$ cat config.mk
export PLATFORM = sky130hd
export DESIGN_NAME = pipe_stage_chain
export DESIGN_NICKNAME = d
export VERILOG_FILES = /design/src/rtl/pipe_stage_chain.sv
export SDC_FILE = /design/constraint.sdc
export NUM_CORES = 1
export LEC_CHECK = 0
export BUFFER_PORTS_ARGS = -buffer_cell sky130_fd_sc_hd__buf_2
export CAP_MARGIN = 40
export CORE_MARGIN = 5
export CORE_UTILIZATION = 48
export CTS_CLUSTER_SIZE = 40
export DETAILED_ROUTE_END_ITERATION = 10
export PLACE_DENSITY = 0.71
export SYNTH_ARGS = -nofsm -noshare
export SYNTH_HDL_FRONTEND = slang
export SYNTH_SLANG_ARGS = --single-unit
$ cat constraint.sdc
create_clock -name clk -period 4.35 [get_ports clk]
set_clock_uncertainty 0.1 [all_clocks]
set_input_delay 0.435 -clock clk [delete_from_list [all_inputs] [get_ports clk]]
set_output_delay 0.435 -clock clk [all_outputs]
set_load 0.05 [all_outputs]
$ cat src/rtl/pipe_stage_chain.sv
`default_nettype none
// ============================================================================
// Module   : pipe_stage_chain
// Brief    : N-stage valid/ready register chain with bubble collapsing, per-stage
//            flush and forwarding/load-use lookup. Option: PIPE_CHAIN_PERF_EN.
// Revision : 1.0 - initial release
// ============================================================================
module pipe_stage_chain #(
   parameter int STAGES = 3,
   parameter int WIDTH  = 64,
   parameter int FWD_W  = 32,
   parameter int NQ     = 2,
   parameter int SELW   = 2
) (
   input  logic                clk,
   input  logic                rst,
   input  logic                in_valid,
   output logic                in_ready,
   input  logic [WIDTH-1:0]    in_data,
   input  logic [4:0]          in_dst,
   input  logic                in_regwr,
   input  logic                in_pend,
   input  logic [STAGES-1:0]   pend_clr,
   input  logic [STAGES-1:0]   flush,
   output logic                out_valid,
   input  logic                out_ready,
   output logic [WIDTH-1:0]    out_data,
   output logic [4:0]          out_dst,
   output logic                out_regwr,
`ifdef PIPE_CHAIN_PERF_EN
   output logic [31:0]         perf_stall,
   output logic [31:0]         perf_kill,
`endif
   input  logic [NQ*5-1:0]     q_reg,
   output logic [NQ-1:0]       q_hit,
   output logic [NQ*SELW-1:0]  q_sel,
   output logic [NQ*FWD_W-1:0] q_data,
   output logic [NQ-1:0]       q_stall
);

   logic [STAGES-1:0] r_v;
   logic [STAGES-1:0] r_pend;
   logic [STAGES-1:0] r_regwr;
   logic [4:0]        r_dst  [STAGES];
   logic [WIDTH-1:0]  r_data [STAGES];

   logic [STAGES-1:0] w_ve;
   logic [STAGES:0]   w_rdy;
   logic [STAGES-1:0] w_src_live;
   logic [STAGES-1:0] w_src_pend;
   logic [STAGES-1:0] w_src_regwr;
   logic [4:0]        w_src_dst  [STAGES];
   logic [WIDTH-1:0]  w_src_data [STAGES];

   assign w_ve = r_v & ~flush;

   // A stage can take a new entry if it is empty (or being killed) or it drains this edge.
   always_comb begin
      w_rdy         = '0;
      w_rdy[STAGES] = out_ready;
      for (int k = STAGES - 1; k >= 0; k--) begin
         w_rdy[k] = ~w_ve[k] | w_rdy[k+1];
      end
   end

   generate
      for (genvar k = 0; k < STAGES; k++) begin : g_src
         if (k == 0) begin : g_head
            assign w_src_live[k]  = in_valid;
            assign w_src_pend[k]  = in_pend;
            assign w_src_regwr[k] = in_regwr;
            assign w_src_dst[k]   = in_dst;
            assign w_src_data[k]  = in_data;
         end else begin : g_link
            // A pending result that arrives on the move edge lands already cleared.
            assign w_src_live[k]  = w_ve[k-1];
            assign w_src_pend[k]  = r_pend[k-1] & ~pend_clr[k-1];
            assign w_src_regwr[k] = r_regwr[k-1];
            assign w_src_dst[k]   = r_dst[k-1];
            assign w_src_data[k]  = r_data[k-1];
         end
      end
   endgenerate

   always_ff @(posedge clk or negedge rst) begin
      if (!rst) begin
         r_v     <= '0;
         r_pend  <= '0;
         r_regwr <= '0;
         for (int k = 0; k < STAGES; k++) begin
            r_dst[k]  <= '0;
            r_data[k] <= '0;
         end
      end else begin
         for (int k = 0; k < STAGES; k++) begin
            if (w_rdy[k]) begin
               r_v[k] <= w_src_live[k];
               if (w_src_live[k]) begin
                  r_pend[k]  <= w_src_pend[k];
                  r_regwr[k] <= w_src_regwr[k];
                  r_dst[k]   <= w_src_dst[k];
                  r_data[k]  <= w_src_data[k];
               end
            end else begin
               r_v[k]    <= w_ve[k];
               r_pend[k] <= r_pend[k] & ~pend_clr[k];
            end
         end
      end
   end

   assign in_ready  = w_rdy[0];
   assign out_valid = w_ve[STAGES-1];
   assign out_data  = r_data[STAGES-1];
   assign out_dst   = r_dst[STAGES-1];
   assign out_regwr = r_regwr[STAGES-1] & w_ve[STAGES-1];

   // Scan oldest to youngest so the youngest matching producer overrides.
   always_comb begin
      q_hit   = '0;
      q_sel   = '0;
      q_data  = '0;
      q_stall = '0;
      for (int i = 0; i < NQ; i++) begin
         for (int k = STAGES - 1; k >= 0; k--) begin
            if (w_ve[k] && r_regwr[k] && (r_dst[k] == q_reg[5*i +: 5]) &&
                (q_reg[5*i +: 5] != 5'd0)) begin
               q_hit[i]                 = 1'b1;
               q_sel[i*SELW +: SELW]    = SELW'(k + 1);
               q_data[i*FWD_W +: FWD_W] = r_data[k][FWD_W-1:0];
               q_stall[i]               = r_pend[k];
            end
         end
      end
   end

`ifdef PIPE_CHAIN_PERF_EN
   logic [31:0] r_perf_stall;
   logic [31:0] r_perf_kill;
   logic [32:0] w_kill_sum;

   always_comb begin
      w_kill_sum = {1'b0, r_perf_kill};
      for (int k = 0; k < STAGES; k++) begin
         w_kill_sum = w_kill_sum + {32'd0, r_v[k] & flush[k]};
      end
   end

   always_ff @(posedge clk or negedge rst) begin
      if (!rst) begin
         r_perf_stall <= '0;
         r_perf_kill  <= '0;
      end else begin
         if (in_valid && !w_rdy[0] && (r_perf_stall != 32'hFFFF_FFFF)) begin
            r_perf_stall <= r_perf_stall + 32'd1;
         end
         r_perf_kill <= w_kill_sum[32] ? 32'hFFFF_FFFF : w_kill_sum[31:0];
      end
   end

   assign perf_stall = r_perf_stall;
   assign perf_kill  = r_perf_kill;
`endif

endmodule
`default_nettype wire

# --- Word level (Yosys, flattened, before mapping) ---
# Cells that the tools add are included.
classes:
  eq_ne: 9
  muxes: 33
  n_bitwise: 15
  n_reduce_logical: 20
op_table:
  columns: ["cell", "n"]
  rows:
  - ["32-bit 2-to-1 mux", 6]
  - ["5-bit == test", 6]
  - ["1-bit 2-to-1 mux", 21]
  - ["1-bit logical AND", 15]
  - ["2-bit 2-to-1 mux", 6]
  - ["5-bit nonzero test", 2]
  - ["2-bit != test, second input constant", 3]
  - ["1-bit inverter", 6]
  - ["2-bit AND reduction", 3]
  - ["1-bit bitwise AND", 4]
  - ["3-bit bitwise AND", 1]
  - ["3-bit inverter", 1]
  - ["1-bit bitwise OR", 3]
totals:
  reg_bits: 216
  output_inout_bits: 144
  word_cells: 90

# --- Depth between registers and ports, before layout ---
logic_depth:
  depth_word: 8
  ltp_mapped: 7
  depth_no_buf: 5

# --- Worst setup path before layout ---
# OpenSTA, ideal clock, no wires.
synth_timing:
  path_type: "input to output"
  startpoint: "input q_reg[5]"
  endpoint: "output q_sel[2]"
  arrival_ns: 2.729
  t_required_ns: 3.815
  setup_slack_ns: 1.086
  cell_stages: 7
  path_buffers: 2
  cell_sequence: "or4_4 nor2_4 or3_4 buf_6 clkbuf_2 or3b_1 o21ai_0"
synth_between:
  elab_chain_len: 6
  elab_cells_between_ends: 13
  classes_between: "eq/ne: 3; mux: 3; reduce/logical: 7"
synth_lines:
  columns: ["item", "line", "rtl"]
  rows:
  - ["from (decl)", "34", "input logic [NQ*5-1:0] q_reg,"]
  - ["5-bit == test", "126", "if (w_ve[k] && r_regwr[k] && (r_dst[k] == q_reg[5*i +: 5]) &&"]
  - ["1-bit logical AND (2 in series)", "126", null]
  - ["2-bit 2-to-1 mux (2 in series)", "126", null]
  - ["2-bit 2-to-1 mux (*)", "126", null]
  - ["to (decl)", "36", "output logic [NQ*SELW-1:0] q_sel,"]
# Every way passes the cells marked *; elsewhere a longest branch is shown, timed or not.

# --- Final worst setup path ---
layout_timing:
  startpoint: "register r_dst[5] (netlist bit)"
  endpoint: "output q_data[30]"
layout_between:
  elab_chain_len: 5
layout_lines:
  columns: ["item", "line", "rtl"]
  rows:
  - ["from (decl)", "44", "logic [4:0] r_dst [STAGES];"]
  - ["from (signal, indexed assignment)", "101", "r_dst[k] <= w_src_dst[k];"]
  - ["5-bit == test", "126", null]
  - ["1-bit logical AND (2 in series)", "126", null]
  - ["32-bit 2-to-1 mux (2 in series)", "126", null]
  - ["to (decl)", "37", "output logic [NQ*FWD_W-1:0] q_data,"]
# Every way passes these cells.

==> parameters.txt <==
Parameter                              Value

Placement
  Count of input and output buffers ... 234
  Final estimated routing congestion in global placement ... 0.870
  Placement-stage cell area ... 0.0117 sq mm
  Sum of net half-perimeters after detailed placement ... 18,400 um

Logic synthesis
  Synth Instances ... 941
  Largest area contributor in the synthesized netlist ... dfrtp_1
  Netlist cell types ... 34
  Post-Syn Area ... 0.0107 sq mm
  Number of warnings issued by yosys ... 0
  #FFs+latches synth ... 216
  Post-synthesis sequential area ratio ... 0.507
  Area share of the largest cell type after synthesis ... 0.507
  Average size of a mapped cell ... 11.3 sq um
  Number of nets in the synthesized netlist ... 1,032
  Largest cells by area after synthesis ... dfrtp_1, mux2_2, a21oi_1, buf_4, or4_1

Pwr
  Max rail drop VDD ... 408 uV
  Cell Pwr Density ... 539 mW/mm^2
  Static Leak ... 5.62 nW

Die
  Core Footprint ... 0.0218 sq mm
  Area enclosed by the die boundary ... 0.0253 sq mm
  Core Rows ... 54
  Height of the die ... 159 um
  Initial core utilization ... 0.489
  Width of the die ... 159 um
  Number of top-level pins ... 235

STA
  Number of setup violations in the final report ... 0
  Actual slew at the worst max-slew pin ... 0.935 ns
  Final worst path period need ... 3.54 ns
  Fraction of the cycle the final worst path needs ... 0.813
  Worst max-slew margin expressed relative to the limit ... 0.377
  Final sum of negative setup slack ... 0 ns
  Post-route worst hold slack ... 0.0571 ns
  Setup repair after global routing missed its margin ... false
  Maximum clock frequency ... 283 MHz
  Final Slew Violations ... 0
  Final Hold Vio Count ... 0

Job
  Max-cap violations ... 0

Routing
  Via/cell ratio ... 5.63
  Via total after detailed routing ... 7,818
  Routed wire per std cell ... 19.4 um
  Post-DRT Antenna Nets ... 0
  DR pass1 iterations ... 5
  Total detailed-routing wirelength ... 27,000 um
  Drc violations ... 0
  Initial detailed-routing violation count ... 597

GRT
  Gr ovfl total ... 0
  Largest net degree at the start of global routing ... 128
  Antenna violations before repair ... 7
  Number of global-route vias before repair ... 8,043
  Global routing usage summed across all routing layers ... 0.209
  Global-route wire length before repair ... 44,400 um

Worst setup path
  Crit Path Class ... flop to output port
  Worst path required time ... 3.82 ns
  Startpoint Class ... flop
  Worst Setup End Kind ... output port
  Crit path arrival time ... 3.00 ns
  Critical Path Fanout Max ... 34

Cells and area
  Share of layout cells above drive strength 1 ... 0.468
  Post-route cell area ... 0.0125 sq mm
  Area growth, synth to finish ... 17.2%
  Filler Cell Count ... 1,828
  Post-layout net count ... 1,181

Clock tree
  Buffer levels on the longest clock path ... 3
  CTS Buf Count ... 24
  Clock root buffer master ... clkbuf_16
  TritonCTS clock tree ... yes
  Skew-Pair Late Insertion Delay ... 0.50 ns
  Sink count of the clock tree ... 216
  H-Tree Depth ... 1
  Clock slew at reported path FFs ... 0.06 ns

Worst hold path
  Min-Delay Path Class ... primary input to flop

Status
  Outcome ... finished, final reports clean
cell usage in the layout (no fill, tap or decap), drive strengths merged, types with 3 or more instances in the layout:
cell type / n
inv: 3
bufinv: 3
nand4: 4
dfrtp: 216
buf: 252
nor2b: 3
nand2b: 3
clkinv: 9
xor2: 12
xnor2: 18
clkbuf: 30
nand3: 35
or4: 40
nor4: 5
mux2: 210
a21oi: 134
nor2: 73
nand2: 43
worst max-delay path, stage by stage, from the launching register on:
cell and delay (ns):
dfrtp_1 0.43, xor2_1 0.19, or4_1 0.59, nor4_4 0.15, buf_4 0.43, a21oi_1 0.12
a21oi_1 0.26, buf_2 0.32
logic make-up after synthesis:
family                 count (synthesis)  share of synthesized area
buffers and inverters                133                     0.0758
XOR/XNOR                              30                     0.0246
multiplexers                         212                      0.224
AND/OR/NAND/NOR                      212                      0.104
flip-flops                           216                      0.507
AO/OA/AOI/OAI                        138                     0.0657
cell type report:
| cell class | count | area, sq um | share of cell area |
|---|---|---|---|
| clock buffer | 30 | 664 | 0.0531 |
| timing repair buffer | 254 | 1410 | 0.113 |
| sequential | 216 | 5410 | 0.432 |
| clock inverter | 13 | 148 | 0.0118 |
| tap | 280 | 350 | 0.0280 |
| inverter | 2 | 7.51 | 0.000600 |
| multi-input combinational | 592 | 4520 | 0.361 |
| antenna | 1 | 2.50 | 0.000200 |
routing by layer:
layer | global-route usage | routed length (um)
met3 | 0.0756 | 2820
met2 | 0.330 | 12400
met4 | 0.0659 | 746
met1 | 0.271 | 10900
met5 | 0 | 73
repair_timing:
action | CTS | global route
endpoints found under the hold margin | 89 | 0
setup buffers | 0 | 0
hold buffers | 2 | 0
resized for setup | 0 | 0
final timing paths:
| path | startpoint | to | slack (ns) | cells after the start |
|---|---|---|---|---|
| min in group asynchronous | rst | r_data[135] | 0.52 | 2 |
| worst max register to register | r_v[2] | r_data[179] | 1.62 | 6 |
| worst max-delay path | r_dst[5] | q_data[30] | 0.81 | 7 |
| max in group asynchronous | rst | out_data[48] | 2.53 | 3 |
| worst min-delay path | in_dst[3] | r_dst[13] | 0.06 | 2 |
| worst min register to register | out_data[60] | out_data[60] | 0.40 | 1 |
cell usage after synthesis (all sizes together):
cell type	n
buf	88
clkbuf	43
or3b	2
or3	1
nand3	35
o21ai	2
nand2b	3
a21oi	134
inv	2
nor4	5
nor2	73
nand4	4
nor3b	1
dfrtp	216
xor2	12
nor2b	3
nand2	43
xnor2	18
mux2	210
mux2i	2
a32o	2
and3b	1
and2b	1
or4	40
where the power goes:
group | leakage (nW) | switching (mW) | internal, mW
clock network | 0.408 | 0.804 | 1.26
registers | 2.56 | 0.370 | 2.43
logic | 2.66 | 1.27 | 0.609
total | 5.62 | 2.44 | 4.30
stage by stage:
step | power [mW] | std cells | setup slack, ns | util
2_1_floorplan | 4.47 | 941 | 1.09 | -
5_1_grt | 7.07 | 1388 | 0.700 | 0.573
3_3_place_gp | 4.68 | 1340 | 0.960 | 0.533
4_1_cts | 6.81 | 1387 | 0.819 | 0.573
6_report | 6.74 | 1388 | 0.813 | 0.573
3_5_place_dp | 4.72 | 1342 | 0.913 | 0.535
registers in the layout (all words and copies together), names as in the netlist:
signal	cells
out_data	64
out_dst	5
r_data	128
r_dst	10
r_pend	3
r_regwr	3
r_v	3
Note: power is estimated with default switching activity, not from simulation.
